$ cat config.mk
export PLATFORM = sky130hd
export DESIGN_NAME = majority_vote_arbiter
export DESIGN_NICKNAME = d
export VERILOG_FILES = /design/src/rtl/majority_arb_pkg.sv /design/src/rtl/majority5_eval.sv /design/src/rtl/majority_vote_arbiter.sv
export SDC_FILE = /design/constraint.sdc
export NUM_CORES = 1
export LEC_CHECK = 0
export ABC_AREA = 1
export CAP_MARGIN = 10
export CORE_UTILIZATION = 45
export CTS_CLUSTER_DIAMETER = 60
export CTS_CLUSTER_SIZE = 12
export DETAILED_ROUTE_END_ITERATION = 6
export GPL_TIMING_DRIVEN = 0
export MAX_ROUTING_LAYER = met4
export PLACE_DENSITY = 0.86
export SYNTH_ARGS = -nofsm -noshare
export SYNTH_HDL_FRONTEND = slang
export SYNTH_SLANG_ARGS = --single-unit
$ cat constraint.sdc
create_clock -name clk -period 2.3 [get_ports clk]
set_input_delay 0.23 -clock clk [delete_from_list [all_inputs] [get_ports clk]]
set_output_delay 0.23 -clock clk [all_outputs]
set_load 0.05 [all_outputs]
$ cat src/rtl/majority_arb_pkg.sv
// Shared constants for the majority-vote arbiter: FSM state codes,
// vote/id widths and a small index-wrapping helper for the round-robin scan.
package majority_arb_pkg;

    localparam logic [1:0] IDLE = 2'd0;
    localparam logic [1:0] LOAD = 2'd1;
    localparam logic [1:0] EVAL = 2'd2;
    localparam logic [1:0] DONE = 2'd3;

    localparam int VOTE_W = 5;
    localparam int ID_W   = 3;

    // Returns (base + offset) mod n for base < n and offset < n.
    function automatic int wrapIndex(input int base, input int offset, input int n);
        int sum;
        sum = base + offset;
        if (sum >= n) begin
            sum = sum - n;
        end
        return sum;
    endfunction

endpackage

$ cat src/rtl/majority5_eval.sv
// Combinational 5-input majority built as an 8:1 mux: the upper three vote
// bits choose what the lower two bits still have to contribute.
module majority5_eval
    import majority_arb_pkg::*;
(
    input  logic [VOTE_W-1:0] vote_i,
    output logic              majority_o
);

    logic       andLow;
    logic       orLow;
    logic [7:0] muxData;

    // Index = number pattern of vote[4:2]; entry tells how vote[1:0] completes a 3-of-5 majority.
    always_comb begin
        andLow     = vote_i[1] & vote_i[0];
        orLow      = vote_i[1] | vote_i[0];
        muxData    = {1'b1, orLow, orLow, andLow, orLow, andLow, andLow, 1'b0};
        majority_o = muxData[vote_i[4:2]];
    end

endmodule

$ cat src/rtl/majority_vote_arbiter.sv
// Round-robin sequencer that shares one majority evaluator among N_REQ
// requesters. Each transaction walks IDLE -> LOAD -> EVAL -> DONE; a requester
// dropping req while granted (LOAD/EVAL) aborts it without a result.
module majority_vote_arbiter
    import majority_arb_pkg::*;
#(
    parameter int N_REQ = 4,
    parameter int CNT_W = 8
) (
    input  logic                    clk,
    input  logic                    reset_n,
    input  logic [N_REQ-1:0]        req,
    input  logic [N_REQ*VOTE_W-1:0] vote_data,
    output logic [N_REQ-1:0]        grant,
    output logic [N_REQ-1:0]        ack,
    output logic                    result_valid,
    output logic                    result,
    output logic [ID_W-1:0]         result_id,
    output logic [CNT_W-1:0]        served_cnt
);

    logic [1:0]        state_q,        state_d;
    logic [ID_W-1:0]   rr_ptr_q,       rr_ptr_d;
    logic [ID_W-1:0]   sel_q,          sel_d;
    logic [N_REQ-1:0]  grant_q,        grant_d;
    logic [N_REQ-1:0]  ack_q,          ack_d;
    logic              result_valid_q, result_valid_d;
    logic              result_q,       result_d;
    logic [ID_W-1:0]   result_id_q,    result_id_d;
    logic [CNT_W-1:0]  served_cnt_q,   served_cnt_d;
    logic [VOTE_W-1:0] vote_reg_q,     vote_reg_d;

    logic              found;
    logic [ID_W-1:0]   pickIdx;
    logic [N_REQ-1:0]  pickOneHot;
    logic              reqSel;
    logic [VOTE_W-1:0] selVote;
    logic [ID_W-1:0]   nextPtr;
    logic              majOut;

    majority5_eval u_eval (
        .vote_i     (vote_reg_q),
        .majority_o (majOut)
    );

    // Round-robin pick: first asserted req scanning from rr_ptr upward with wrap.
    always_comb begin
        found   = 1'b0;
        pickIdx = '0;
        for (int k = 0; k < N_REQ; k++) begin
            for (int j = 0; j < N_REQ; j++) begin
                if (!found && req[j] && (j == wrapIndex(int'(rr_ptr_q), k, N_REQ))) begin
                    found   = 1'b1;
                    pickIdx = ID_W'(j);
                end
            end
        end
        for (int j = 0; j < N_REQ; j++) begin
            pickOneHot[j] = (pickIdx == ID_W'(j));
        end
    end

    // Decode the currently selected requester: its req level, its vote slice and the following pointer.
    always_comb begin
        reqSel  = 1'b0;
        selVote = '0;
        for (int j = 0; j < N_REQ; j++) begin
            if (sel_q == ID_W'(j)) begin
                reqSel  = req[j];
                selVote = vote_data[VOTE_W*j +: VOTE_W];
            end
        end
        nextPtr = (int'(sel_q) >= N_REQ - 1) ? '0 : sel_q + ID_W'(1);
    end

    // Transaction FSM; ack/result_valid are prepared in EVAL so they appear registered during DONE.
    always_comb begin
        state_d        = state_q;
        rr_ptr_d       = rr_ptr_q;
        sel_d          = sel_q;
        grant_d        = grant_q;
        ack_d          = '0;
        result_valid_d = 1'b0;
        result_d       = result_q;
        result_id_d    = result_id_q;
        served_cnt_d   = served_cnt_q;
        vote_reg_d     = vote_reg_q;
        case (state_q)
            IDLE: begin
                if (|req) begin
                    sel_d   = pickIdx;
                    grant_d = pickOneHot;
                    state_d = LOAD;
                end else begin
                    grant_d = '0;
                end
            end
            LOAD: begin
                if (!reqSel) begin
                    grant_d  = '0;
                    rr_ptr_d = nextPtr;
                    state_d  = IDLE;
                end else begin
                    vote_reg_d = selVote;
                    state_d    = EVAL;
                end
            end
            EVAL: begin
                if (!reqSel) begin
                    grant_d  = '0;
                    rr_ptr_d = nextPtr;
                    state_d  = IDLE;
                end else begin
                    result_d       = majOut;
                    result_id_d    = sel_q;
                    ack_d          = grant_q;
                    result_valid_d = 1'b1;
                    state_d        = DONE;
                end
            end
            DONE: begin
                grant_d      = '0;
                served_cnt_d = served_cnt_q + CNT_W'(1);
                rr_ptr_d     = nextPtr;
                state_d      = IDLE;
            end
            default: begin
                grant_d = '0;
                state_d = IDLE;
            end
        endcase
    end

    // State and output registers; reset clears everything and discards any in-flight transaction.
    always_ff @(posedge clk or negedge reset_n) begin
        if (!reset_n) begin
            state_q        <= IDLE;
            rr_ptr_q       <= '0;
            sel_q          <= '0;
            grant_q        <= '0;
            ack_q          <= '0;
            result_valid_q <= 1'b0;
            result_q       <= 1'b0;
            result_id_q    <= '0;
            served_cnt_q   <= '0;
            vote_reg_q     <= '0;
        end else begin
            state_q        <= state_d;
            rr_ptr_q       <= rr_ptr_d;
            sel_q          <= sel_d;
            grant_q        <= grant_d;
            ack_q          <= ack_d;
            result_valid_q <= result_valid_d;
            result_q       <= result_d;
            result_id_q    <= result_id_d;
            served_cnt_q   <= served_cnt_d;
            vote_reg_q     <= vote_reg_d;
        end
    end

    assign grant        = grant_q;
    assign ack          = ack_q;
    assign result_valid = result_valid_q;
    assign result       = result_q;
    assign result_id    = result_id_q;
    assign served_cnt   = served_cnt_q;

endmodule

==> impl_metrics.tcl, run 1 <==
set metrics [dict create \
    status "complete, no violations" \
    antenna_left 0 \
    fin_area_sq_um 2550 \
    via_per_inst 5.05 \
    ys_ff_latch 31 \
    worstMarginPinSlew_ns 0.806 \
    maxClockFrequency_ghz 0.477 \
    post_drt_wl_per_cell_microns 12.0 \
    vias 1736 \
    grt_pass1_wl_mm 6.75 \
    initial_core_util 0.471 \
    numCtsBuffers 5 \
    relSlewSlack 0.461 \
    die_area_sq_um 4480 \
    synthesis.area_sq_um 1900 \
    overflow 0 \
    htree_num_levels 2 \
    antenna_found_initial 0 \
    drc_errors 0 \
    grt_max_degree 18 \
    layout.nets 329 \
    pwr_density_cell_nw_per_um2 1290 \
    die_x_microns 67.0 \
    fin_crit_ns 2.10 \
    setup_tns_ns 0 \
    fp-row-count 23 \
    crit_start "sel_q[1]$_DFFE_PN0P_" \
    max-cap-violations 0 \
    rr_endpoint "rr_ptr_q[0]$_DFFE_PN0P_" \
    worst_ep_arrival_time_ns 2.26 \
    syn_to_final_growth_pct 34.1 \
    clockRootBuffer "clkbuf_8" \
    routed-wl-met2_mm 2.11 \
    clock_skew_ns 0.00537 \
    wl_met1_mm 1.81 \
    final.period_utilization 0.911 \
    drt_wl_total_mm 4.14 \
    drtIter0Drc 106 \
    critPathKind "register to register" \
    avgSynthCellArea_sq_um 7.91 \
    syn-num-nets 276 \
    cts_num_sinks 31 \
    peakVddDrop_mv 0.593 \
    route.top_layer_used "met4" \
    hold_ws_ns 0.410 \
    grt_pass1_vias 1591 \
    start_kind "register" \
    grt_usage 0.210 \
    worstPathMaxFanout 7 \
    cts_max_path_buffers 2 \
    final_hold_viol_count 0 \
    nFillCells 334 \
    drive_above_1_share 0.0816 \
    antennaDiodeCount 0 \
    coreArea_sq_um 4030 \
    place_congestion 0.834 \
    dr.pass1.iters 4 \
    worst_skew_pair.late_latency_ns 0.29 \
    synth_seq_area_share 0.408 \
    cts_setup_buffers 0 \
    ios 47 \
    ys_types 27 \
    rr_worst_depth 13 \
    dp.final_hpwl_mm 3.33 \
    critPathRequiredTime_ns 2.46 \
    r2r_setup_slack_ns 0.20 \
    rsz0062_at_grt "no" \
    wl_met3_microns 160 \
    critPathCaptureType "register" \
    slew_viol_final 0 \
    die_h_microns 67.0 \
    netlist_instances 240 \
    leakage_nw 1.23 \
    placed_area_sq_um 2430 \
    ys_warn_count 0 \
    path_clk_slew_ns 0.07 \
    reg2reg_from "sel_q[1]$_DFFE_PN0P_" \
    setup_viol 0 \
    hp-class "primary input to asynchronous set/reset pin" \
    cts_tree "built" \
    io_buffers 45 \
]
==> layout make-up <==
cell class	instances	area, sq um	area share
Inverter	40	150	0.0589
Buffer	4	21.3	0.00835
Clock inverter	2	35.0	0.0138
Tap cell	50	62.6	0.0246
Sequential cell	31	776	0.305
Timing Repair Buffer	46	465	0.183
Multi-Input combinational cell	165	955	0.375
Clock buffer	6	82.6	0.0324
==> state kept, by name, indices dropped and copies added (netlist names) <==
register      flops
vote_reg_q        5
ack               4
sel_q             2
rr_ptr_q          2
result_valid      1
result_id         2
result            1
grant             4
served_cnt        8
state_q           2
==> power by group <==
group | switching [W] | internal (W) | total (W)
registers | 0.000146 | 0.000726 | 0.000872
logic | 0.00120 | 0.000672 | 0.00187
clock network | 0.000202 | 0.000350 | 0.000552
total | 0.00155 | 0.00175 | 0.00330
==> metrics by stage <==
stage,utilization,power [W],std cells,setup slack (ns)
2_1_floorplan,-,0.00226,240,0.531
3_3_place_gp,0.599,0.00267,335,0.167
3_5_place_dp,0.602,0.00275,336,0.115
4_1_cts,0.632,0.00331,344,0.136
5_1_grt,0.632,0.00358,344,0.0250
6_report,0.632,0.00330,344,0.205
==> synthesized netlist by cell type <==
cell type | number | area (sq um)
o31ai_1 | 1 | 7.51
nand2_2 | 2 | 12.5
nand4_4 | 3 | 63.8
dfrtp_1 | 31 | 776
nor3_1 | 3 | 15.0
xor2_1 | 3 | 26.3
inv_1 | 39 | 146
nand2_1 | 42 | 158
o21a_1 | 1 | 7.51
buf_4 | 1 | 7.51
buf_2 | 2 | 10.0
nand4_1 | 6 | 37.5
ha_1 | 10 | 125
a21oi_1 | 9 | 45.0
xnor2_1 | 4 | 35.0
nand3_2 | 2 | 20.0
o21ai_0 | 22 | 110
clkinv_1 | 1 | 3.75
mux2_2 | 1 | 11.3
nor4_1 | 1 | 6.26
nand3_1 | 18 | 90.1
o211ai_1 | 5 | 37.5
conb_1 | 1 | 3.75
nor2_1 | 27 | 101
nor2_4 | 3 | 33.8
o21ai_1 | 1 | 5.00
clkbuf_1 | 1 | 3.75
==> kinds of logic (layout without fill, tap and decap cells) <==
kind of cell,Yosys count,count (layout),synth area share
adder cells (fa/ha/maj),10,10,0.0659
multiplexers,1,1,0.00593
AO/OA/AOI/OAI,39,39,0.112
buffers and inverters,44,98,0.0902
other,1,1,0.00197
XOR/XNOR,7,7,0.0323
AND/OR/NAND/NOR,107,107,0.283
flip-flops,31,31,0.408
==> worst max path at each step <==
| stage | to | slack, ns | depth (start not counted) |
|---|---|---|---|
| 2_1_floorplan | vote_reg_q[4]$_DFFE_PN0P_ | 0.53 | 11 |
| 3_3_place_gp | rr_ptr_q[0]$_DFFE_PN0P_ | 0.17 | 12 |
| 3_5_place_dp | rr_ptr_q[0]$_DFFE_PN0P_ | 0.11 | 12 |
| 4_1_cts | rr_ptr_q[0]$_DFFE_PN0P_ | 0.14 | 13 |
| 5_1_grt | rr_ptr_q[0]$_DFFE_PN0P_ | 0.03 | 13 |
| 6_report | rr_ptr_q[0]$_DFFE_PN0P_ | 0.20 | 13 |
==> repair_timing <==
item | in CTS | in global routing
gates resized for setup | 0 | 1
hold endpoints to repair | 0 | 0
endpoints found under the setup margin | 0 | 12
hold buffers | 0 | 0
==> worst max-delay path, stage by stage, from the launching register on <==
cell	delay, ns
dfrtp_1	0.40
inv_1	0.13
ha_2	0.26
inv_1	0.13
o21ai_0	0.17
nand2_1	0.06
o211ai_1	0.07
o21ai_0	0.19
nor2_1	0.15
inv_1	0.06
o21ai_0	0.10
inv_1	0.11
nand3_1	0.07
o21ai_0	0.08
==> cell usage in the layout, fill, tap and decap left out, types with 4 or more instances in the layout <==
cell,n
nand2_1,42
clkbuf_8,6
clkdlybuf4s50_1,45
dfrtp_1,31
xnor2_1,4
nand4_1,6
o21ai_0,22
nand3_1,18
ha_1,9
o211ai_1,5
a21oi_1,9
inv_1,39
nor2_1,27
==> metal layers <==
metal  up-vias  global-route usage
met2        31               0.348
met4         0              0.0638
met1       819               0.242
met3         5              0.0634
li1        881                   -
met5         -                   -
Note: power is estimated with default switching activity, not from simulation.
==> run 2, diff against run 1 <==
Settings changed: CORE_UTILIZATION 45 to 35, CTS_CLUSTER_DIAMETER 60 to 50, PLACE_DENSITY 0.86 to 0.72, SKIP_LAST_GASP from default to 1.
==> run 2 against run 1 <==
Effect of this change:
- combinational power barely moved
- register-to-register slack is essentially flat
- count of clock-buffer cells in the layout is the same
- clock power shrank 23%
- final area down 0.20%
- critical path depth unchanged
- final cell count rose by 5.5%
- sequential power increased by 0.5%
- first-iteration DRC count down 51%
- sequential share of layout area is 0.060 points higher
==> impl_metrics.tcl, run 2 (synthesized netlist as in run 1, its figures left out) <==
set metrics [dict create \
    cp_slowest_cell "dfrtp_1" \
    vias 1694 \
    hold_ws_ns 0.476 \
    grt_pass1_wl_mm 7.09 \
    crit_chain "inv_1 > ha_2 > inv_1 > o21ai_0 > nand2_1 > o211ai_1 > o21ai_1 > nor2_1 > inv_1 > o21ai_0 > inv_1 > nand3_1 > o21ai_0" \
    critPathKind "register to register" \
    dr.pass1.iters 4 \
    layout.nets 329 \
    largest_reg_flops 8 \
    final_common_cell "clkdlybuf4s50_1" \
    grt_max_degree 21 \
    hold_buffers 0 \
    dp.final_hpwl_mm 3.25 \
    use_met2 0.284 \
    critPathCaptureType "register" \
    antennaDiodeCount 0 \
    worstPathMaxFanout 7 \
    htree_num_levels 2 \
    nFillCells 479 \
    grt.busiest_layer "met2" \
    io_buffers 45 \
    grt_pass1_vias 1630 \
    worst_skew_pair.late_latency_ns 0.28 \
    final_hold_viol_count 0 \
    worst_path_largest_cell_delay_ns 0.40 \
    via_per_inst 4.67 \
    path_clk_slew_ns 0.06 \
    status "complete, no violations" \
    grt_util_met1 0.201 \
    cts_tree "built" \
    rr_worst_depth 13 \
    worst_ep_arrival_time_ns 2.25 \
    setup_viol 0 \
    peakVddDrop_mv 0.498 \
    fin_crit_ns 2.09 \
    rr_endpoint "rr_ptr_q[0]$_DFFE_PN0P_" \
    final.period_utilization 0.909 \
    slew_viol_final 0 \
    clockRootBuffer "clkbuf_8" \
    antenna_found_initial 0 \
    drc_errors 0 \
    drtIter0Drc 52 \
    ios 47 \
    die_area_sq_um 5730 \
    final_cell_mix "45 x clkdlybuf4s50_1, 42 x nand2_1, 39 x inv_1" \
    clock_skew_ns 0.00305 \
    grt_usage 0.170 \
    r2r_setup_slack_ns 0.21 \
    die_x_microns 75.7 \
    maxClockFrequency_ghz 0.478 \
    start_kind "register" \
    leakage_nw 1.21 \
    die_h_microns 75.7 \
    place_congestion 0.857 \
    post_drt_wl_per_cell_microns 11.5 \
    setup_tns_ns 0 \
    max-cap-violations 0 \
    numCtsBuffers 5 \
    overflow 0 \
    drive_above_1_share 0.0785 \
    worstMarginPinSlew_ns 0.952 \
    antenna_left 0 \
    drt_wl_total_mm 4.17 \
    syn_to_final_growth_pct 33.9 \
    pwr_density_cell_nw_per_um2 1250 \
    cts_num_sinks 31 \
    coreArea_sq_um 5170 \
    reg2reg_from "sel_q[1]$_DFFE_PN0P_" \
    critPathMostFrequentCell "inv_1" \
    hp-class "primary input to asynchronous set/reset pin" \
    initial_core_util 0.367 \
    fp-row-count 26 \
    critPathRequiredTime_ns 2.46 \
    rsz0062_at_grt "no" \
    relSlewSlack 0.363 \
    grt_use_met3 0.0357 \
    cts_max_path_buffers 2 \
]
==> run 2: cell count changes in the layout (fill, tap and decap cells not counted), sizes merged <==
cell | previous run | this run
bufinv | 1 | 0
==> run 2: repair_timing <==
action                                  in CTS  in global routing
endpoints found under the setup margin       0                 15
gates resized for setup                      0                  2
buffers inserted                             0                  0
==> run 2: area by class of cell <==
class                      count  area (sq um)  share of cell area
clock buffer                   6          82.6              0.0325
inverter                      40           150              0.0591
buffer                         4          21.3             0.00837
multi-input combinational    165           955               0.375
timing repair buffer          46           465               0.183
sequential                    31           776               0.305
clock inverter                 1          5.00             0.00197
tap                           70          87.6              0.0344
==> run 2: how the worst max path moves through the flow <==
| stage | cells after the start | to | startpoint | slack [ns] |
|---|---|---|---|---|
| floorplan | 11 | vote_reg_q[4]$_DFFE_PN0P_ | sel_q[1]$_DFFE_PN0P_ | 0.53 |
| global placement | 10 | vote_reg_q[2]$_DFFE_PN0P_ | req[1] | 0.14 |
| detailed placement | 12 | rr_ptr_q[0]$_DFFE_PN0P_ | req[1] | 0.13 |
| CTS | 13 | rr_ptr_q[0]$_DFFE_PN0P_ | sel_q[1]$_DFFE_PN0P_ | 0.14 |
| global route | 13 | rr_ptr_q[0]$_DFFE_PN0P_ | sel_q[1]$_DFFE_PN0P_ | 0.005 |
| finish | 13 | rr_ptr_q[0]$_DFFE_PN0P_ | sel_q[1]$_DFFE_PN0P_ | 0.21 |
==> run 2: report_power, final <==
group	switching, W	internal (W)	total, W
logic	0.00120	0.000672	0.00187
clock network	0.000192	0.000234	0.000426
registers	0.000149	0.000727	0.000876
==> run 2: critical path: cells and delay by family (launching register included) <==
kind                       cells  cell delay, ns
AOI/OAI and AO/OA              5            0.57
buffers and inverters          4            0.47
DFF                            1            0.40
adders and majority gates      1            0.27
and+or+nand+nor                3            0.26
==> run 2: metal layers <==
| layer | wire [microns] | up-vias | part of all wire |
|---|---|---|---|
| li1 | - | 881 | - |
| met1 | 1940 | 765 | 0.47 |
| met2 | 1980 | 39 | 0.48 |
| met3 | 163 | 9 | 0.039 |
| met4 | 83 | 0 | 0.020 |
| met5 | 0 | - | 0 |
==> run 2: stage by stage <==
step	setup slack, ns	instances	power [W]	cell area, sq um	utilization
3_5_place_dp	0.125	356	0.00274	2450	0.474
5_1_grt	0.00532	363	0.00349	2540	0.492
2_1_floorplan	0.531	240	0.00226	1900	-
3_3_place_gp	0.143	355	0.00268	2440	0.471
6_report	0.208	363	0.00317	2540	0.492
4_1_cts	0.141	363	0.00318	2540	0.491
==> run 3, diff against run 2 <==
Settings changed: PLACE_DENSITY 0.72 to 0.74.
Clock period 2.3 ns to 1.7 ns, I/O delays scaled along.
==> run 3 against run 2 <==
Effect of this change:
- the run now ends with setup timing left
- first-iteration DRC count is 98% higher
- sequential cell count stayed put
- hold slack got worse by 0.22 ns
- critical endpoint is now grant[0]$_DFF_PN0_
- highest routed layer unchanged
==> impl_metrics.tcl, run 3 (synthesized netlist as in run 1, its figures left out) <==
set metrics [dict create \
    final_common_cell "nand2_1" \
    antennaDiodeCount 0 \
    coreArea_sq_um 5170 \
    io_buffers 45 \
    relSlewSlack 0.583 \
    final_hold_viol_count 0 \
    layout.nets 345 \
    dp.final_hpwl_mm 3.24 \
    grt_max_degree 22 \
    hold_ws_ns 0.255 \
    rsz0062_at_grt "yes" \
    syn_to_final_growth_pct 50.9 \
    overflow 0 \
    drive_above_1_share 0.235 \
    cts_tree "built" \
    final_cell_mix "40 x nand2_1, 37 x clkdlybuf4s50_1, 30 x inv_1" \
    drt_wl_total_mm 4.75 \
    finalNonFillerCells 380 \
    critPathRequiredTime_ns 1.87 \
    dp_cells 356 \
    leakage_nw 1.43 \
    p_sw_frac 0.468 \
    start_kind "register" \
    maxClockFrequency_ghz 0.547 \
    antenna_left 0 \
    final.period_utilization 1.08 \
    p_int_w 0.00275 \
    grt_usage 0.185 \
    place_congestion 0.873 \
    clockRootBuffer "clkbuf_8" \
    drc_errors 0 \
    die_area_sq_um 5730 \
    hp-class "primary input to asynchronous set/reset pin" \
    cts_num_sinks 31 \
    power_frac_comb 0.621 \
    critPathKind "register to register" \
    worst_ep_arrival_time_ns 2.00 \
    clock_skew_ns 0.00572 \
    antenna_found_initial 0 \
    die_x_microns 75.7 \
    worstPathMaxFanout 6 \
    reg2reg_from "rr_ptr_q[0]$_DFFE_PN0P_" \
    power_switching_w 0.00242 \
    worst_skew_pair.late_latency_ns 0.28 \
    fp-row-count 26 \
    grt_pass1_wl_mm 7.71 \
    pre_cts_ws_ns -0.388 \
    path_clk_slew_ns 0.07 \
    pwr_density_cell_nw_per_um2 1810 \
    clockPowerShare 0.144 \
    grt_pass1_vias 1787 \
    vias 1865 \
    largest_reg_flops 8 \
    die_h_microns 75.7 \
    fin_crit_ns 1.83 \
    ios 47 \
    crit_start "rr_ptr_q[0]$_DFFE_PN0P_" \
    worstMarginPinSlew_ns 0.619 \
    seqCellArea_sq_um 778 \
    via_per_inst 4.91 \
    htree_num_levels 2 \
    slew_viol_final 0 \
    numCtsBuffers 5 \
    violations "setup timing" \
    dr.pass1.iters 4 \
    nFillCells 452 \
    drtIter0Drc 103 \
    pwr-share-seq 0.234 \
    post_drt_wl_per_cell_microns 12.5 \
    multi_input_area_sq_um 1070 \
    status "finished with violations" \
    critPathCaptureType "register" \
    initial_core_util 0.367 \
    peakVddDrop_mv 1.03 \
    cts_max_path_buffers 2 \
    fin_ws_ns -0.129 \
    max-cap-violations 0 \
    setup_viol 22 \
]
[run 3: cell types whose count changed in the layout (fill, tap and decap cells not counted), moves of 6 or more]
| cell | change |
|---|---|
| o21ai_0 | -14 |
| buf_4 | +13 |
| o21ai_1 | +12 |
| inv_1 | -9 |
| nor2_1 | -9 |
| clkdlybuf4s50_1 | -8 |
| inv_2 | +8 |
| dlymetal6s2s_1 | +6 |
[run 3: routing by layer]
layer	track usage	vias to the layer above	part of all wire
li1	-	911	-
met1	0.205	897	0.41
met2	0.327	42	0.53
met3	0.0370	15	0.033
met4	0.0700	0	0.026
met5	-	-	0
[run 3: path summary, 6_finish.rpt]
path                                             end  slack, ns  cells after the start
min reg2reg                served_cnt[7]$_DFFE_PN0P_       0.48                      1
min in group clk           served_cnt[7]$_DFFE_PN0P_       0.48                      1
max in group asynchronous    rr_ptr_q[0]$_DFFE_PN0P_       0.95                      2
max                               grant[0]$_DFF_PN0_      -0.13                     13
max reg2reg                       grant[0]$_DFF_PN0_      -0.13                     13
min                        vote_reg_q[2]$_DFFE_PN0P_       0.26                      1
[run 3: cell type report]
cell class,instances,share of cell area
buffer,4,0.0118
timing repair buffer,62,0.217
clock buffer,6,0.0288
clock inverter,2,0.0122
tap,70,0.0306
inverter,40,0.0537
multi-input combinational,165,0.375
sequential,31,0.271
[run 3: through the flow]
stage	util	total power, W	instance area (sq um)	setup TNS, ns
final	0.554	0.00518	2870	-1.18
after global routing	0.554	0.00560	2870	-4.18
after CTS	0.534	0.00494	2760	-0.704
after detailed placement	0.478	0.00373	2470	-6.21
after global placement	0.472	0.00364	2440	-7.51
after floorplan	-	0.00307	1900	0
[run 3: worst max-delay path, cell delays in order (launching register included)]
cell and delay, ns:
dfrtp_2 0.46, inv_2 0.07, nand3_2 0.06, nand2_2 0.08, nor2_4 0.15, nand4_4 0.10
nor2_4 0.13, nand4_4 0.10, nor2_4 0.16, nand4_1 0.14, nand2_1 0.10, nor2_1 0.05
nand3_1 0.07, nand2_1 0.06
[run 3: power by group through the flow]
stage / logic, W / clock network [W] / registers (W)
detailed placement: 0.00254 / 0 / 0.00119
global route: 0.00355 / 0.000798 / 0.00126
floorplan: 0.00156 / 0 / 0.00151
finish: 0.00322 / 0.000748 / 0.00121
global placement: 0.00246 / 0 / 0.00118
CTS: 0.00297 / 0.000758 / 0.00121
[run 3: what timing repair did]
item,4_1_cts,5_1_grt
setup buffers,11,3
gates cloned,1,1
resized for setup,35,37
hold buffers,0,0
endpoints found under the setup margin,24,28
pin swaps,10,11
